## src/rtl/mem_copy_engine_if.sv

```systemverilog
// Bus bundle between the copy engine, the control unit and the single-port data memory.
// The engine uses the master view; the surrounding environment uses the slave view.
interface mem_copy_engine_if #(
    parameter int ADDRESS_BITS = 11,
    parameter int DATA_BITS    = 16
);
    logic                    i_start;
    logic [ADDRESS_BITS-1:0] i_src_addr;
    logic [ADDRESS_BITS-1:0] i_dst_addr;
    logic [ADDRESS_BITS:0]   i_length;
    logic                    o_busy;
    logic                    o_done;
    logic                    o_read;
    logic                    o_write;
    logic [ADDRESS_BITS-1:0] o_address;
    logic [DATA_BITS-1:0]    o_data;
    logic [DATA_BITS-1:0]    i_data;

    modport master (
        input  i_start, i_src_addr, i_dst_addr, i_length, i_data,
        output o_busy, o_done, o_read, o_write, o_address, o_data
    );

    modport slave (
        output i_start, i_src_addr, i_dst_addr, i_length, i_data,
        input  o_busy, o_done, o_read, o_write, o_address, o_data
    );
endinterface

```

## src/rtl/mem_copy_engine.sv

```systemverilog
// Block copy engine: moves i_length words from i_src_addr to i_dst_addr in a single-port
// memory, one read then one write per word in ascending order, addresses wrapping modulo depth.
module mem_copy_engine #(
    parameter int ADDRESS_BITS = 11,
    parameter int DATA_BITS    = 16
) (
    input  logic                  clk,
    input  logic                  rst_n,
    mem_copy_engine_if.master     bus
);
    typedef enum logic [2:0] {
        S_IDLE    = 3'd0,
        S_READ    = 3'd1,
        S_CAPTURE = 3'd2,
        S_WRITE   = 3'd3,
        S_DONE    = 3'd4
    } state_t;

    state_t                  r_state;
    state_t                  w_next;
    logic [ADDRESS_BITS-1:0] r_src;
    logic [ADDRESS_BITS-1:0] r_dst;
    logic [ADDRESS_BITS:0]   r_len;
    logic [ADDRESS_BITS:0]   r_idx;
    logic [ADDRESS_BITS-1:0] r_address;
    logic [DATA_BITS-1:0]    r_data;
    logic [ADDRESS_BITS:0]   w_idx_inc;
    logic                    w_last;

    // idx is one bit wider than an address so a full-memory length terminates cleanly
    assign w_idx_inc = r_idx + 1'b1;
    assign w_last    = (w_idx_inc == r_len);

    always_ff @(posedge clk or negedge rst_n) begin
        if (!rst_n) begin
            r_state <= S_IDLE;
        end else begin
            r_state <= w_next;
        end
    end

    always_comb begin
        w_next = r_state;
        case (r_state)
            S_IDLE: begin
                if (bus.i_start) begin
                    w_next = (bus.i_length == '0) ? S_DONE : S_READ;
                end
            end
            S_READ:    w_next = S_CAPTURE;
            S_CAPTURE: w_next = S_WRITE;
            S_WRITE:   w_next = w_last ? S_DONE : S_READ;
            S_DONE:    w_next = S_IDLE;
            default:   w_next = S_IDLE;
        endcase
    end

    // The address register is loaded on the edge entering READ/WRITE so it is stable while
    // the strobe is high and simply holds in CAPTURE, DONE and IDLE.
    always_ff @(posedge clk or negedge rst_n) begin
        if (!rst_n) begin
            r_src     <= '0;
            r_dst     <= '0;
            r_len     <= '0;
            r_idx     <= '0;
            r_address <= '0;
            r_data    <= '0;
        end else begin
            case (r_state)
                S_IDLE: begin
                    if (bus.i_start) begin
                        r_src <= bus.i_src_addr;
                        r_dst <= bus.i_dst_addr;
                        r_len <= bus.i_length;
                        r_idx <= '0;
                        if (bus.i_length != '0) begin
                            r_address <= bus.i_src_addr;
                        end
                    end
                end
                S_CAPTURE: begin
                    r_data    <= bus.i_data;
                    r_address <= r_dst + r_idx[ADDRESS_BITS-1:0];
                end
                S_WRITE: begin
                    r_idx <= w_idx_inc;
                    if (!w_last) begin
                        r_address <= r_src + w_idx_inc[ADDRESS_BITS-1:0];
                    end
                end
                default: begin
                end
            endcase
        end
    end

    assign bus.o_read    = (r_state == S_READ);
    assign bus.o_write   = (r_state == S_WRITE);
    assign bus.o_busy    = (r_state == S_READ) || (r_state == S_CAPTURE) || (r_state == S_WRITE);
    assign bus.o_done    = (r_state == S_DONE);
    assign bus.o_address = r_address;
    assign bus.o_data    = r_data;
endmodule

```

## src/flat_wrapper.sv

```systemverilog
// flat-port wrapper written by rule: the top's interface ports become plain ports
module mem_copy_engine_flat 
#(
    parameter int ADDRESS_BITS = 11,
    parameter int DATA_BITS    = 16
)
  (clk, rst_n, bus_i_start, bus_i_src_addr, bus_i_dst_addr, bus_i_length, bus_i_data, bus_o_busy, bus_o_done, bus_o_read, bus_o_write, bus_o_address, bus_o_data);
  mem_copy_engine_if #(.ADDRESS_BITS(ADDRESS_BITS), .DATA_BITS(DATA_BITS)) bus_i ();
  input  logic clk;
  input  logic rst_n;
  input wire logic [$bits(bus_i.i_start)-1:0] bus_i_start;
  input wire logic [$bits(bus_i.i_src_addr)-1:0] bus_i_src_addr;
  input wire logic [$bits(bus_i.i_dst_addr)-1:0] bus_i_dst_addr;
  input wire logic [$bits(bus_i.i_length)-1:0] bus_i_length;
  input wire logic [$bits(bus_i.i_data)-1:0] bus_i_data;
  output wire logic [$bits(bus_i.o_busy)-1:0] bus_o_busy;
  output wire logic [$bits(bus_i.o_done)-1:0] bus_o_done;
  output wire logic [$bits(bus_i.o_read)-1:0] bus_o_read;
  output wire logic [$bits(bus_i.o_write)-1:0] bus_o_write;
  output wire logic [$bits(bus_i.o_address)-1:0] bus_o_address;
  output wire logic [$bits(bus_i.o_data)-1:0] bus_o_data;
  assign bus_i.i_start = bus_i_start;
  assign bus_i.i_src_addr = bus_i_src_addr;
  assign bus_i.i_dst_addr = bus_i_dst_addr;
  assign bus_i.i_length = bus_i_length;
  assign bus_i.i_data = bus_i_data;
  assign bus_o_busy = bus_i.o_busy;
  assign bus_o_done = bus_i.o_done;
  assign bus_o_read = bus_i.o_read;
  assign bus_o_write = bus_i.o_write;
  assign bus_o_address = bus_i.o_address;
  assign bus_o_data = bus_i.o_data;
  mem_copy_engine #(.ADDRESS_BITS(ADDRESS_BITS), .DATA_BITS(DATA_BITS)) u_core (.clk(clk), .rst_n(rst_n), .bus(bus_i));
endmodule
```

## config.mk

```make
export PLATFORM = sky130hd
export DESIGN_NAME = mem_copy_engine_flat
export DESIGN_NICKNAME = d
export VERILOG_FILES = /design/src/rtl/mem_copy_engine_if.sv /design/src/rtl/mem_copy_engine.sv /design/src/flat_wrapper.sv
export SDC_FILE = /design/constraint.sdc
export NUM_CORES = 1
export LEC_CHECK = 0
export ABC_CLOCK_PERIOD_IN_PS = 5100
export CAP_MARGIN = 25
export CORE_MARGIN = 4
export CORE_UTILIZATION = 45
export DETAILED_ROUTE_END_ITERATION = 6
export HOLD_SLACK_MARGIN = 0.08
export PLACE_DENSITY = 0.71
export SYNTH_ARGS = -nofsm -noshare
export SYNTH_HDL_FRONTEND = slang
export SYNTH_SLANG_ARGS = --single-unit
```

## constraint.sdc

```tcl
create_clock -name clk -period 5.1 [get_ports clk]
set_clock_uncertainty 0.2 [all_clocks]
set_input_delay 1.02 -clock clk [delete_from_list [all_inputs] [get_ports clk]]
set_output_delay 1.02 -clock clk [all_outputs]
set_load 0.02 [all_outputs]
```

# After elaboration in Yosys (flattened, before gate mapping)
# Cells that the tools add are included.
op_classes:
  n_addsub: 3
  n_eq_ne: 8
  muxes: 10
  reduce_logical: 10
op_table:
  columns: ["cell", "n"]
  rows:
  - ["two-way mux 11 bit", 3]
  - ["case mux 11 bit (3 select lines)", 1]
  - ["case mux 12 bit (2 select lines)", 1]
  - ["adder 11 bit", 2]
  - ["adder 12 x 1 -> 12 bit (second input constant)", 1]
  - ["== test 12 bit", 1]
  - ["zero test 12 bit", 1]
  - ["two-way mux 12 bit", 1]
  - ["case mux 3 bit (4 select lines)", 1]
  - ["nonzero test 12 bit", 1]
  - ["two-way mux 3 bit", 3]
  - ["== test 3 x 2 -> 1 bit (second input constant)", 2]
  - ["!= test 2 bit (second input constant)", 2]
  - ["AND reduction 2 bit", 2]
  - ["AND reduction 4 bit", 1]
  - ["== test 3 x 1 -> 1 bit (second input constant)", 1]
  - ["== test 3 bit (second input constant)", 1]
  - ["zero test 3 bit", 1]
  - ["nonzero test 3 bit", 1]
  - ["logical OR 1 bit", 2]
  - ["!= test 2 x 1 -> 1 bit (second input constant)", 1]
  - ["nonzero test 2 bit", 1]
word_totals:
  ff_bits: 76
  in_bits: 53
  word_cells: 38

# Depth between registers and ports, before layout
logic_depth:
  depth_word: 4
  mapped_depth: 13
  mapped_depth_nobuf: 13

# Least setup slack after synthesis
# OpenSTA, ideal clock, no wires.
synth_timing:
  path_type: "reg-to-reg"
  start: "register u_core.r_idx[0]"
  end: "register u_core.r_address[1], in the netlist u_core.bus.o_address[1]"
  setup_time_ns: 0.125
  t_arrival_ns: 2.678
  required_ns: 4.775
  setup_slack_ns: 2.096
  stages_incl_launch_ff: 10
  path_buffers: 1
  cell_sequence: "dfrtp_1 ha_1 nand3_1 nor3_1 xnor3_1 nand4_1 or4_4 o21ai_4 buf_12 mux2_4"
synth_via:
  elab_chain_len: 4
  word_cells_on_any_way: 8
  classes_between: "3 x add/sub; 2 x eq/ne; 2 x mux; 1 x reduce/logical"
synth_lines:
  columns: ["element", "line", "text"]
  rows:
  - ["from (decl)", "mem_copy_engine.sv:24", "logic [ADDRESS_BITS:0] r_idx;"]
  - ["from (signal assigned)", "mem_copy_engine.sv:86", "r_idx <= w_idx_inc;"]
  - ["adder 12 x 1 -> 12 bit", "mem_copy_engine.sv:31", "assign w_idx_inc = r_idx + 1'b1;"]
  - ["adder 11 bit / == test 12 bit (equally long branches)", "mem_copy_engine.sv:88, mem_copy_engine.sv:32", null]
  - ["two-way mux 11 bit / != test 2 bit (equally long branches)", null, null]
  - ["case mux 11 bit (3 select lines) / AND reduction 4 bit (equally long branches)", null, null]
  - ["to (signal assigned)", "mem_copy_engine.sv:77", "r_address <= bus.i_src_addr;"]
  - ["to (signal assigned)", "mem_copy_engine.sv:83", "r_address <= r_dst + r_idx[ADDRESS_BITS-1:0];"]
  - ["to (signal assigned)", "mem_copy_engine.sv:88", "r_address <= r_src + w_idx_inc[ADDRESS_BITS-1:0];"]
  - ["to (decl)", "mem_copy_engine.sv:25", "logic [ADDRESS_BITS-1:0] r_address;"]
# Parallel ways exist; a longest one is shown, timed or not. The select of a mux whose other input is x is not followed.
# A chain may end at the register's enable or synchronous reset.

# Worst setup path in the final report
layout_timing:
  start: "register u_core.r_state[1]"
  end: "output bus_o_write"
layout_via:
  elab_chain_len: 1
layout_lines:
  columns: ["element", "line", "text"]
  rows:
  - ["from (decl)", "mem_copy_engine.sv:19", "state_t r_state;"]
  - ["from (signal assigned)", "mem_copy_engine.sv:38", "r_state <= w_next;"]
  - ["== test 3 x 2 -> 1 bit", "mem_copy_engine.sv:98", "assign bus.o_write = (r_state == S_WRITE);"]
  - ["to (decl)", "flat_wrapper.sv:19", "output wire logic [$bits(bus_i.o_write)-1:0] bus_o_write;"]
# Every way passes these cells.

==> out/metrics.yaml <==
status:
  status: "complete, no violations"
synthesis:
  synth-simple-area-share: 0.112
  ys_ff_latch: 76
  synth-edff-count: 0
  syn-cell-area_mm2: 0.00447
  syn_area_per_cell_um2: 10.8
  synth-xor-area-share: 0.0795
  synth_ff_type: "dfrtp_1"
  synth_fp_nets: 489
  synth_mux_area_frac: 0.162
  syn_inst: 413
  synth_compound_gate_area_share: 0.124
  synthArstFlopShare: 1.00
  synth.distinct_cells: 54
  yosys.area_share.adder: 0.0677
  synth_top_family_by_area: "multiplexers"
  ys_seq_area_frac: 0.425
  yosysWarnings: 0
global_routing:
  grt_pass1_vias: 3411
  grt_pass1_wl_mm: 16.9
  grt_antenna_before_repair: 0
  grt_start_max_net_pins: 77
  grt_util_all_layers: 0.187
  gr-total-overflow: 0
layout:
  antenna_cells: 0
  nFillCells: 873
  final_cell_mix: "82 x clkdlybuf4s50_1, 76 x dfrtp_1, 52 x mux2_2, 33 x nand2_1, 32 x o21ai_0"
  multi_input_area_mm2: 0.00245
  drive_gt1_frac: 0.174
  nNetsFinal: 571
  regArea_mm2: 0.00190
  final_common_cell: "clkdlybuf4s50_1"
  area_growth_pct: 26.0
die:
  initial_core_util: 0.459
  ios: 84
  num_rows: 36
  core_area_mm2: 0.00973
  die_y_um: 108
  die_w_um: 108
  dieArea_mm2: 0.0116
route:
  drtIter0Drc: 156
  wl_mm: 10.3
  drc: 0
  vias_per_cell: 5.37
  firstDrtPassIters: 4
  routedWlPerCell_um: 16.3
  vias: 3401
  ant_nets: 0
sta:
  fin_crit_sh: 0.801
  grt_setup_unrepaired: "no"
  finalWorstSetupSlack_ps: 1020
  fmaxAchievable_ghz: 0.245
  slew_headroom: 0.483
  worst_pin_slew_ps: 772
  setup_viol_count_final: 0
  layout_min_cycle_time_ps: 4080
  setup_tns_ps: 0
  finalMaxSlewViolations: 0
  hold_viol_final: 0
power:
  p_switching_uw: 1380
  switching_share: 0.395
  clkPwrFrac: 0.136
  intPower_uw: 2110
  ir_drop_mv: 0.216
  pwr-share-seq: 0.317
  leakagePower_uw: 0.00242
  comb_power_share: 0.547
  powerDensity_mw_per_mm2: 620
setup_path:
  r2r_slack_ps: 1590
  path_max_fanout: 12
  cp.required_ps: 3880
  worstPathArrival_ps: 2860
  end_kind: "output pin"
  path_class: "register to output pin"
  cp-start-kind: "register"
placement:
  place_ws_ps: 1460
  port_buffers: 83
  dpl.hpwl_mm: 7.83
  gp_congestion: 0.892
clocking:
  insertion_delay_ps: 350
  cts_tree: "done"
  cts-root-buf: "clkbuf_8"
  clock_path_buffers: 2
  cts_buffers: 9
  htree_levels: 3
  post_cts_buffers: 0
  clk_pin_slew_worst_paths_ps: 80
  clock-sinks: 76
  cts_hold_buf: 0
  ctsResizeCount: 0
job:
  drv_cap: 0
hold_path:
  holdCritPathClass: "register to register"
==> cells by family (layout without fill, tap and decap cells) <==
kind of cell / count (synthesis) / after routing
simple gates: 103 / 103
mux: 62 / 62
compound gates: 86 / 86
buf+inv: 28 / 115
flops: 76 / 76
fa+ha+maj: 23 / 23
xor+xnor: 35 / 35
==> synth_stat cells (2+ instances only) <==
| master | instances | area [um^2] |
|---|---|---|
| a211oi_1 | 7 | 52.6 |
| a21o_1 | 6 | 45.0 |
| a21oi_1 | 14 | 70.1 |
| a221oi_1 | 2 | 17.5 |
| a22o_1 | 4 | 35.0 |
| and3_1 | 2 | 12.5 |
| clkbuf_1 | 12 | 45.0 |
| dfrtp_1 | 76 | 1900 |
| fa_1 | 2 | 40.0 |
| ha_1 | 21 | 263 |
| inv_1 | 12 | 45.0 |
| mux2_2 | 52 | 586 |
| mux2_4 | 8 | 120 |
| mux2i_1 | 2 | 20.0 |
| nand2_1 | 33 | 124 |
| nand2b_1 | 4 | 25.0 |
| nand3_1 | 8 | 40.0 |
| nand4_1 | 3 | 18.8 |
| nor2_1 | 30 | 113 |
| nor2b_1 | 3 | 18.8 |
| nor3_1 | 7 | 35.0 |
| nor4_1 | 4 | 25.0 |
| o2111ai_1 | 2 | 17.5 |
| o211ai_1 | 2 | 15.0 |
| o21a_1 | 4 | 30.0 |
| o21ai_0 | 32 | 160 |
| o21bai_1 | 2 | 15.0 |
| o31ai_1 | 2 | 15.0 |
| xnor2_1 | 18 | 158 |
| xnor3_1 | 3 | 67.6 |
| xor2_1 | 13 | 114 |
==> metal layers <==
metal | track usage | wire length [um]
met2 | 0.292 | 4970
met3 | 0.0396 | 443
met4 | 0.0757 | 237
met5 | 0 | 0
met1 | 0.252 | 4650
==> state kept, by name, indices dropped and copies added, names as in the netlist <==
register and cells:
u_core.bus.o_address 11, u_core.bus.o_data 16, u_core.r_dst 11, u_core.r_idx 12, u_core.r_len 12, u_core.r_src 11, u_core.r_state 3
==> critical path, cell delays in order (launching register included) <==
cell             delay, ps
dfrtp_1                520
nor2b_1                460
nand2_1                360
inv_1                  460
clkdlybuf4s50_1        700
==> final timing paths <==
| path | startpoint | endpoint | cells after the start |
|---|---|---|---|
| worst max-delay path | u_core.r_state[1]$_DFFE_PN0N_ | bus_o_write | 4 |
| worst min-delay path | u_core.bus.o_data[8]$_DFFE_PN0P_ | u_core.bus.o_data[8]$_DFFE_PN0P_ | 1 |
| worst max register to register | u_core.r_idx[0]$_DFFE_PN0P_ | u_core.bus.o_address[0]$_DFFE_PN0P_ | 8 |
| worst min register to register | u_core.bus.o_data[8]$_DFFE_PN0P_ | u_core.bus.o_data[8]$_DFFE_PN0P_ | 1 |
| max in group asynchronous | rst_n | u_core.r_src[10]$_DFFE_PN0P_ | 2 |
| min in group asynchronous | rst_n | u_core.bus.o_data[0]$_DFFE_PN0P_ | 1 |
==> power by group through the flow <==
stage	combinational (uW)	sequential (uW)	clock (uW)
after floorplan	1280	1160	0
after global placement	1860	1110	0
after detailed placement	1900	1120	0
after CTS	1920	1110	491
after global routing	2100	1150	520
final	1910	1110	476
==> through the flow <==
| stage | total power [uW] | cells | area (um^2) | hold WS, ps | utilization |
|---|---|---|---|---|---|
| 5_1_grt | 3770 | 633 | 5630 | 336 | 0.579 |
| 3_5_place_dp | 3030 | 616 | 5410 | 294 | 0.556 |
| 2_1_floorplan | 2440 | 413 | 4470 | 270 | - |
| 4_1_cts | 3520 | 632 | 5610 | 311 | 0.577 |
| 3_3_place_gp | 2970 | 616 | 5410 | 288 | 0.556 |
| 6_report | 3490 | 633 | 5630 | 308 | 0.579 |
==> final cells by class <==
class	count	area share
clock inverter	4	0.00844
sequential	76	0.338
inverter	12	0.00799
timing repair buffer	87	0.155
multi-input combinational	309	0.434
tap	133	0.0295
clock buffer	12	0.0275
No activity file was read; power rests on OpenSTA's default activity.
